===== config.mk =====
export PLATFORM = sky130hd
export DESIGN_NAME = controller
export DESIGN_NICKNAME = d
export VERILOG_FILES = /design/src/rtl/controller.sv
export SDC_FILE = /design/constraint.sdc
export NUM_CORES = 1
export LEC_CHECK = 0
export BUFFER_PORTS_ARGS = -buffer_cell sky130_fd_sc_hd__buf_4
export CORE_ASPECT_RATIO = 0.7
export CORE_MARGIN = 8
export CORE_UTILIZATION = 42
export CTS_CLUSTER_SIZE = 12
export DETAILED_ROUTE_END_ITERATION = 12
export PLACE_DENSITY_LB_ADDON = 0.08
export SYNTH_ARGS = -nofsm -noshare
export SYNTH_HDL_FRONTEND = slang
export SYNTH_SLANG_ARGS = --single-unit
export TNS_END_PERCENT = 5

===== constraint.sdc =====
create_clock -name clk -period 2.4 [get_ports clk]
set_input_delay 0.6 -clock clk [delete_from_list [all_inputs] [get_ports clk]]
set_output_delay 0.6 -clock clk [all_outputs]
set_load 0.01 [all_outputs]

===== src/rtl/controller.sv =====
// -----------------------------------------------------------------------------
// controller
//
// Multi-cycle control FSM for a small ARM-like datapath. Each instruction goes
// through FETCH -> FETCH_WAIT -> DECODE and then, depending on its class and
// condition code, EXECUTE / MEMORY / MEMORY_WAIT / WRITE_BACK before it
// returns to FETCH.
//
// All outputs are decoded from the current state and the latched instruction
// register (IR), so an asynchronous reset takes them back to their idle values
// straight away. No output depends combinationally on `instr`.
//
// Ports
//   clk, rst                   clock, asynchronous active-high reset
//   instr[31:0]                word from instruction RAM, latched into IR
//   status[31:0]               datapath status; NZCV = status[31:28]
//   A_addr/B_addr/shift_addr   register-file read addresses
//   en_A/en_B/en_S/en_status   datapath register enables
//   sel_A_in/sel_B_in/
//   sel_shift_in               read-source selects (00 regfile, 01 PC)
//   sel_A/sel_B/sel_shift/
//   sel_post_shift             operand selects
//   shift_op, shift_imme       shifter operation and immediate amount
//   imme_data, ALU_op          immediate operand and ALU operation
//   w_addr1/w_addr2,
//   w_en1/w_en2,
//   forward_w_data             register-file write controls
//   pc_en, pc_sel              PC load (pc_sel 0 = PC+4, 1 = datapath_out)
//   ir_en, addr_en, ram_rd,
//   ram_w_en, waiting          fetch / memory handshake controls
// -----------------------------------------------------------------------------
module controller (
  input  logic        clk,
  input  logic        rst,
  input  logic [31:0] instr,
  input  logic [31:0] status,
  output logic [3:0]  A_addr,
  output logic [3:0]  B_addr,
  output logic [3:0]  shift_addr,
  output logic        en_A,
  output logic        en_B,
  output logic        en_S,
  output logic        en_status,
  output logic [1:0]  sel_A_in,
  output logic [1:0]  sel_B_in,
  output logic [1:0]  sel_shift_in,
  output logic        sel_A,
  output logic        sel_B,
  output logic        sel_shift,
  output logic        sel_post_shift,
  output logic [1:0]  shift_op,
  output logic [31:0] shift_imme,
  output logic [31:0] imme_data,
  output logic [2:0]  ALU_op,
  output logic [3:0]  w_addr1,
  output logic [3:0]  w_addr2,
  output logic        w_en1,
  output logic        w_en2,
  output logic        forward_w_data,
  output logic        pc_en,
  output logic        pc_sel,
  output logic        ir_en,
  output logic        addr_en,
  output logic        ram_rd,
  output logic        ram_w_en,
  output logic        waiting
);

  typedef enum logic [2:0] {
    FETCH       = 3'd0,
    FETCH_WAIT  = 3'd1,
    DECODE      = 3'd2,
    EXECUTE     = 3'd3,
    MEMORY      = 3'd4,
    MEMORY_WAIT = 3'd5,
    WRITE_BACK  = 3'd6
  } state_t;

  state_t      state;
  logic [31:0] ir;

  // ARM condition-code evaluation against NZCV.
  function automatic logic cond_check(input logic [3:0] cond, input logic [3:0] nzcv);
    logic n, z, c, v;
    logic pass;
    n = nzcv[3];
    z = nzcv[2];
    c = nzcv[1];
    v = nzcv[0];
    case (cond)
      4'b0000: pass = z;
      4'b0001: pass = ~z;
      4'b0010: pass = c;
      4'b0011: pass = ~c;
      4'b0100: pass = n;
      4'b0101: pass = ~n;
      4'b0110: pass = v;
      4'b0111: pass = ~v;
      4'b1000: pass = c & ~z;
      4'b1001: pass = ~c | z;
      4'b1010: pass = (n == v);
      4'b1011: pass = (n != v);
      4'b1100: pass = ~z & (n == v);
      4'b1101: pass = z | (n != v);
      4'b1110: pass = 1'b1;
      default: pass = 1'b0;
    endcase
    return pass;
  endfunction

  // Data-processing opcodes this controller knows how to sequence.
  function automatic logic dp_supported(input logic [3:0] opcode);
    logic ok;
    case (opcode)
      4'b0000, 4'b0001, 4'b0010, 4'b0100,
      4'b1010, 4'b1100, 4'b1101: ok = 1'b1;
      default:                   ok = 1'b0;
    endcase
    return ok;
  endfunction

  // Data-processing opcode to ALU operation.
  function automatic logic [2:0] dp_alu_op(input logic [3:0] opcode);
    logic [2:0] op;
    case (opcode)
      4'b0000: op = 3'b010;  // AND
      4'b0001: op = 3'b100;  // EOR
      4'b0010: op = 3'b001;  // SUB
      4'b0100: op = 3'b000;  // ADD
      4'b1010: op = 3'b001;  // CMP
      4'b1100: op = 3'b011;  // ORR
      4'b1101: op = 3'b000;  // MOV (A operand forced to zero by sel_A)
      default: op = 3'b000;
    endcase
    return op;
  endfunction

  // Instruction-class decode from the latched IR.
  logic [3:0] opcode;
  logic       is_dp;
  logic       is_mem;
  logic       is_br;
  logic       is_cmp;
  logic       is_mov;
  logic       is_load;
  logic       is_imm;
  logic       reg_shift;
  logic       supported;
  logic       cond_pass;
  logic       unused_status;

  assign opcode    = ir[24:21];
  assign is_dp     = (ir[27:26] == 2'b00);
  assign is_mem    = (ir[27:25] == 3'b010);
  assign is_br     = (ir[27:25] == 3'b101);
  assign is_cmp    = (opcode == 4'b1010);
  assign is_mov    = (opcode == 4'b1101);
  assign is_load   = ir[20];
  assign is_imm    = ir[25];
  assign reg_shift = is_dp & ~is_imm & ir[4];
  assign supported = (is_dp & dp_supported(opcode)) | is_mem | is_br;
  assign cond_pass = cond_check(ir[31:28], status[31:28]);
  assign unused_status = ^status[27:0];

  // State sequencing and IR capture; reset returns to FETCH with an empty IR.
  always_ff @(posedge clk or posedge rst) begin
    if (rst) begin
      state <= FETCH;
      ir    <= 32'd0;
    end else begin
      case (state)
        FETCH: begin
          state <= FETCH_WAIT;
        end
        FETCH_WAIT: begin
          ir    <= instr;
          state <= DECODE;
        end
        DECODE: begin
          if (cond_pass && supported) begin
            state <= EXECUTE;
          end else begin
            state <= FETCH;
          end
        end
        EXECUTE: begin
          if (is_dp) begin
            state <= is_cmp ? FETCH : WRITE_BACK;
          end else if (is_mem) begin
            state <= MEMORY;
          end else begin
            state <= FETCH;
          end
        end
        MEMORY: begin
          state <= MEMORY_WAIT;
        end
        MEMORY_WAIT: begin
          state <= is_load ? WRITE_BACK : FETCH;
        end
        WRITE_BACK: begin
          state <= FETCH;
        end
        default: begin
          state <= FETCH;
        end
      endcase
    end
  end

  // Moore output decode from state and IR.
  always_comb begin
    A_addr         = 4'd0;
    B_addr         = 4'd0;
    shift_addr     = 4'd0;
    en_A           = 1'b0;
    en_B           = 1'b0;
    en_S           = 1'b0;
    en_status      = 1'b0;
    sel_A_in       = 2'b00;
    sel_B_in       = 2'b00;
    sel_shift_in   = 2'b00;
    sel_A          = 1'b0;
    sel_B          = 1'b0;
    sel_shift      = 1'b0;
    sel_post_shift = 1'b0;
    shift_op       = 2'b00;
    shift_imme     = 32'd0;
    imme_data      = 32'd0;
    ALU_op         = 3'b000;
    w_addr1        = 4'd0;
    w_addr2        = 4'd0;
    w_en1          = 1'b0;
    w_en2          = 1'b0;
    forward_w_data = 1'b0;
    pc_en          = 1'b0;
    pc_sel         = 1'b0;
    ir_en          = 1'b0;
    addr_en        = 1'b0;
    ram_rd         = 1'b0;
    ram_w_en       = 1'b0;
    waiting        = 1'b0;

    case (state)
      FETCH: begin
        ram_rd  = 1'b1;
        waiting = 1'b1;
      end

      FETCH_WAIT: begin
        ir_en   = 1'b1;
        pc_en   = 1'b1;
        pc_sel  = 1'b0;
        waiting = 1'b1;
      end

      DECODE: begin
        en_A   = 1'b1;
        en_B   = 1'b1;
        en_S   = 1'b1;
        A_addr = ir[19:16];
        B_addr = ir[3:0];
        if (reg_shift) begin
          shift_addr = ir[11:8];
          sel_shift  = 1'b1;
        end else begin
          shift_imme = {27'd0, ir[11:7]};
        end
        // Branches compute PC + offset, so the A operand comes from the PC.
        if (is_br) begin
          sel_A_in = 2'b01;
        end else begin
          sel_A_in = 2'b00;
        end
      end

      EXECUTE, WRITE_BACK: begin
        if (is_dp) begin
          ALU_op   = dp_alu_op(opcode);
          shift_op = ir[6:5];
          sel_A    = is_mov;
          if (is_imm) begin
            sel_B     = 1'b1;
            imme_data = {24'd0, ir[7:0]};
          end else begin
            sel_B     = 1'b0;
          end
          if (state == EXECUTE) begin
            en_status = ir[20] | is_cmp;
          end else begin
            w_addr2 = ir[15:12];
            w_en2   = 1'b1;
          end
        end else if (is_mem && (state == EXECUTE)) begin
          sel_B     = 1'b1;
          imme_data = {20'd0, ir[11:0]};
          ALU_op    = ir[23] ? 3'b000 : 3'b001;
          addr_en   = 1'b1;
        end else if (is_mem) begin
          // LDR write-back of the loaded word.
          w_addr1        = ir[15:12];
          w_en1          = 1'b1;
          forward_w_data = 1'b1;
        end else if (is_br && (state == EXECUTE)) begin
          sel_B     = 1'b1;
          imme_data = {{6{ir[23]}}, ir[23:0], 2'b00};
          ALU_op    = 3'b000;
          pc_en     = 1'b1;
          pc_sel    = 1'b1;
        end else begin
          ALU_op = 3'b000;
        end
      end

      MEMORY: begin
        if (is_load) begin
          ram_rd = 1'b1;
        end else begin
          // STR: read the source register and pass it through the ALU.
          B_addr   = ir[15:12];
          en_B     = 1'b1;
          sel_A    = 1'b1;
          ALU_op   = 3'b000;
          ram_w_en = 1'b1;
        end
      end

      MEMORY_WAIT: begin
        waiting = 1'b0;
      end

      default: begin
        waiting = 1'b0;
      end
    endcase
  end

endmodule


======== Yosys cells after proc, flatten, opt, wreduce, memory -nomap -nowiden ========
Index checks and enable logic that the tools add are counted.
word-level totals
  output and inout port bits .............. 113
  register bits ........................... 35
  logic and storage cells ................. 130
  input bits .............................. 66
operators by class
  multiplexer cells ....................... 72
  equality and inequality tests ........... 30
  reductions and logical operators ........ 11
  bitwise logic cells ..................... 15
operator list
  operator                                        number
  two-way mux 32 bit                              5
  two-way mux 4 bit                               11
  == test 4 bit (second input constant)           10
  two-way mux 1 bit                               36
  == test 4 x 3 -> 1 bit (second input constant)  5
  two-way mux 3 bit                               6
  one-hot mux 3 bit (6 select lines)              1
  one-hot mux 1 bit (15 select lines)             1
  == test 3 bit (second input constant)           4
  == test 4 x 2 -> 1 bit (second input constant)  3
  one-hot mux 3 bit (4 select lines)              1
  two-way mux 5 bit                               2
  == test 3 x 2 -> 1 bit (second input constant)  3
  == test 4 x 1 -> 1 bit (second input constant)  2
  zero test 4 bit                                 2
  two-way mux 8 bit                               1
  one-hot mux 1 bit (2 select lines)              4
  one-hot mux 4 bit (2 select lines)              1
  OR reduction 7 bit                              1
  two-way mux 2 bit                               3
  OR reduction 2 bit                              3
  bitwise AND 1 bit                               5
  NOT 1 bit                                       5
  OR 1 bit                                        5
  other kinds (6)                                 8

======== Longest topological paths before layout ========
  word-level depth ........................ 9
  gate-level depth with buffers ........... 7
  mapped depth without buffers ............ 5

======== Worst setup path after synthesis ========
Ideal clock, no wire load.
  kind .................................... reg2out
  start point ............................. register ir[26]
  end point ............................... output port imme_data[26]
  stages on the path, launching flop included .. 8
  required time ........................... 1.800 ns
  data arrival time ....................... 1.716 ns
  slack ................................... 0.084 ns
  path through ............................ dfrtp_1 > clkbuf_1 > nor2b_1 > nand2_1 > nor2_1 > buf_2 > and2_1 > buf_4
on the way
  word-level cells in the longest chain between the ends .. 7
RTL lines
  item                    RTL line  RTL
  start, declared         80        logic [31:0] ir;
  start signal, assigned  176       ir <= instr;
  == test 3 bit           155       assign is_br = (ir[27:25] == 3'b101);
  logical AND 1 bit       304       end else if (is_br && (state == EXECUTE)) begin
  two-way mux 32 bit      304
  two-way mux 32 bit      299       end else if (is_mem) begin
  two-way mux 32 bit      294       end else if (is_mem && (state == EXECUTE)) begin
  two-way mux 32 bit *    278       if (is_dp) begin
  two-way mux 32 bit *    244       case (state)
  end, declared           53        output logic [31:0] imme_data,
Mark *: on every way between the ends. The rest lies on a longest branch, timed or not.

======== Worst setup path after layout ========
  start point ............................. register state[2]
  end point ............................... output port shift_imme[2]
on the way
  word-level cells in the longest chain between the ends .. 2
RTL lines
  item                    RTL line  RTL
  start, declared         79        state_t state;
  start signal, assigned  188       state <= is_cmp ? FETCH : WRITE_BACK;
  start signal, assigned  199       state <= is_load ? WRITE_BACK : FETCH;
  == test 3 x 2 -> 1 bit  244
  two-way mux 5 bit       244
  end, declared           52        output logic [31:0] shift_imme,
Every way passes these cells.

==> flow_summary.ini <==
[synth]
syn_inst = 272
synthTopCellsByArea = dfrtp_1 (33%), mux2_2 (13%), buf_4 (13%)
yosysTopAreaCell = dfrtp_1
synth-seq-cells = 35
synth_top_area_frac = 0.333
ys.warnings.count = 0
ys_types = 45
syn_area_um2 = 2630
ys_seq_area_frac = 0.333
syn_area_per_cell_um2 = 9.67

[placed_design]
dp.cells = 453
dp_hpwl_um = 6170
io_buffers = 117
place_area_um2 = 3430
gp_congestion = 0.851

[outcome]
run_status = completed

[worst_setup_path]
r2r-end = state[1]
reg2reg_setup_slack_ns = 0.61
startpoint_type = flip-flop
critical_path_peak_fanout = 8
endpoint = shift_imme[2]
timing.rr.start = ir[28]
reg2reg_depth = 5
endpoint_kind = primary output
worst-setup-path-type = reg -> out
cp.required_ns = 1.80
crit_start = state[2]
arrival_ns = 1.73

[finish]
fillers = 542
antenna_cells = 0
design_area_um2 = 3680
final_cells = 468
final_layout_size_suffix_gt1_frac = 0.521
area_growth_pct = 40.0
nNetsFinal = 455

[routing]
num_vias = 2312
drc_errors = 0
wl_per_cell_um = 17.2
drtPass1Iterations = 4
drtIter0Drc = 91
via_per_inst = 4.94
postRouteAntennaNets = 0
totalWireLength_um = 8070

[grt]
grt_pass1_vias = 2391
grt_usage = 0.168
grt_start_max_net_pins = 36
gr-total-overflow = 0
grt_pass1_wl_um = 12500
antenna_found_initial = 0

[power]
p_int_mw = 2.40
powerDensity_nw_per_um2 = 1090
p_sw_mw = 1.62
leakage_nw = 1.83
pwr-share-clk = 0.139
peakVddDrop_v = 0.000452
seqPwrFrac = 0.340
swShare = 0.403
power.total_mw = 4.01
combPwrFrac = 0.520

[timing]
whs_ns = 0.409
finalCritPeriodShare = 0.973
final.min_clock_period_ns = 2.33
setup_violations = 0
finalSetupTns_ns = 0
fmax_mhz = 428
grt_setup_unrepaired = true
skew_ns = 0.00728
finalHoldViolCount = 0
finalMaxSlewViolations = 0

[floorplanning]
dieArea_um2 = 9090
start_util = 0.427
rows = 24
die_w_um = 111
coreArea_um2 = 6160
ioPinCount = 179
die_h_um = 82.2

[clocking]
clock_path_buffers = 2
cts_buffers = 5
cts_sinks = 35
clk_latency_ns = 0.29
clk_pin_slew_worst_paths_ns = 0.08
cts_tree = built
cts.htree.levels = 2
cts-root-buf = clkbuf_8

[min_path]
hold_path.class = in -> async

[job]
maxCapViolCount = 0
-- routing by layer --
layer,up-vias,track usage,part of all wire
met1,1109,0.209,0.45
met5,-,0,0
met3,11,0.0758,0.092
li1,1091,-,-
met2,101,0.266,0.45
met4,0,0.0389,0.012
-- cell type report --
type,count,area (um2),area share
multi-input cells,208,1530,0.416
repair buffers,135,1040,0.282
flip-flops and latches,35,882,0.240
well taps,78,97.6,0.0265
clock buffers,6,82.6,0.0224
clock inverters,2,35.0,0.00951
inverters,4,15.0,0.00408
-- state kept, by name, summed over array words and instances (netlist names) --
register  count
ir           32
state         3
-- timing repair --
item / in CTS / in global routing
pin swaps: 0 / 4
hold buffers: 0 / 0
hold endpoints to repair: 0 / 0
resized for setup: 9 / 12
endpoints found under the setup margin: 29 / 33
setup buffers: 0 / 7
-- cells in the final DEF, fill, tap and decap left out, types with 4 or more instances in the layout --
cell type    n
buf_4      133
and2_1      38
conb_1      33
mux2_2      31
dfrtp_1     30
a22o_1      10
nor2_1      10
nand2_1      6
a22oi_1      6
clkbuf_8     6
nand2b_1     5
o21ai_0      5
dfrtp_2      5
inv_1        4
mux2i_1      4
o22ai_1      4
nor3_1       4
-- how the worst min path moves through the flow --
stage                     endpoint  slack, ns
after CTS                   ir[16]       0.43
after global placement      ir[16]       0.49
after detailed placement    ir[16]       0.51
final                       ir[16]       0.41
after floorplan             ir[16]       0.46
after global routing        ir[29]       0.46
-- worst max-delay path: stages (launching register included) --
cell,delay [ns]
dfrtp_2,0.48
buf_12,0.15
nor3_2,0.22
a21boi_2,0.30
and2_1,0.17
buf_4,0.12
-- power by group through the flow --
stage	combinational, mW	sequential (mW)	clock, mW
floorplan	1.51	1.10	0
global placement	1.88	1.34	0
detailed placement	1.91	1.36	0
CTS	1.93	1.37	0.564
global route	2.26	1.44	0.591
finish	2.09	1.37	0.559
-- synthesized netlist by cell type, drive strengths merged --
cell / instances
buf: 53
and2: 38
dfrtp: 35
mux2: 33
nor2: 13
a22o: 10
nor3: 9
a22oi: 6
and3: 6
nand2: 6
nand2b: 6
o21ai: 5
clkbuf: 4
inv: 4
mux2i: 4
nand3b: 4
nor2b: 4
o22ai: 4
a21oi: 3
or2: 3
xnor2: 3
and3b: 2
nor4b: 2
o21bai: 2
or3: 2
a211oi: 1
a21boi: 1
a21o: 1
a31oi: 1
conb: 1
nand4bb: 1
nor3b: 1
nor4: 1
nor4bb: 1
xor2: 1
xor3: 1
-- metrics by stage --
step / setup slack, ns / util
after CTS: 0.00587 / 0.580
final: 0.0660 / 0.598
after global routing: -0.0228 / 0.598
after detailed placement: 0.216 / 0.557
after floorplan: 0.0845 / -
after global placement: 0.234 / 0.557
-- logic make-up after synthesis --
family | synth area share
other cells | 0.00143
xor+xnor | 0.0224
buf+inv | 0.157
flops | 0.333
mux | 0.157
simple gates | 0.237
compound gates | 0.0923
(Power assumes the default switching activity.)
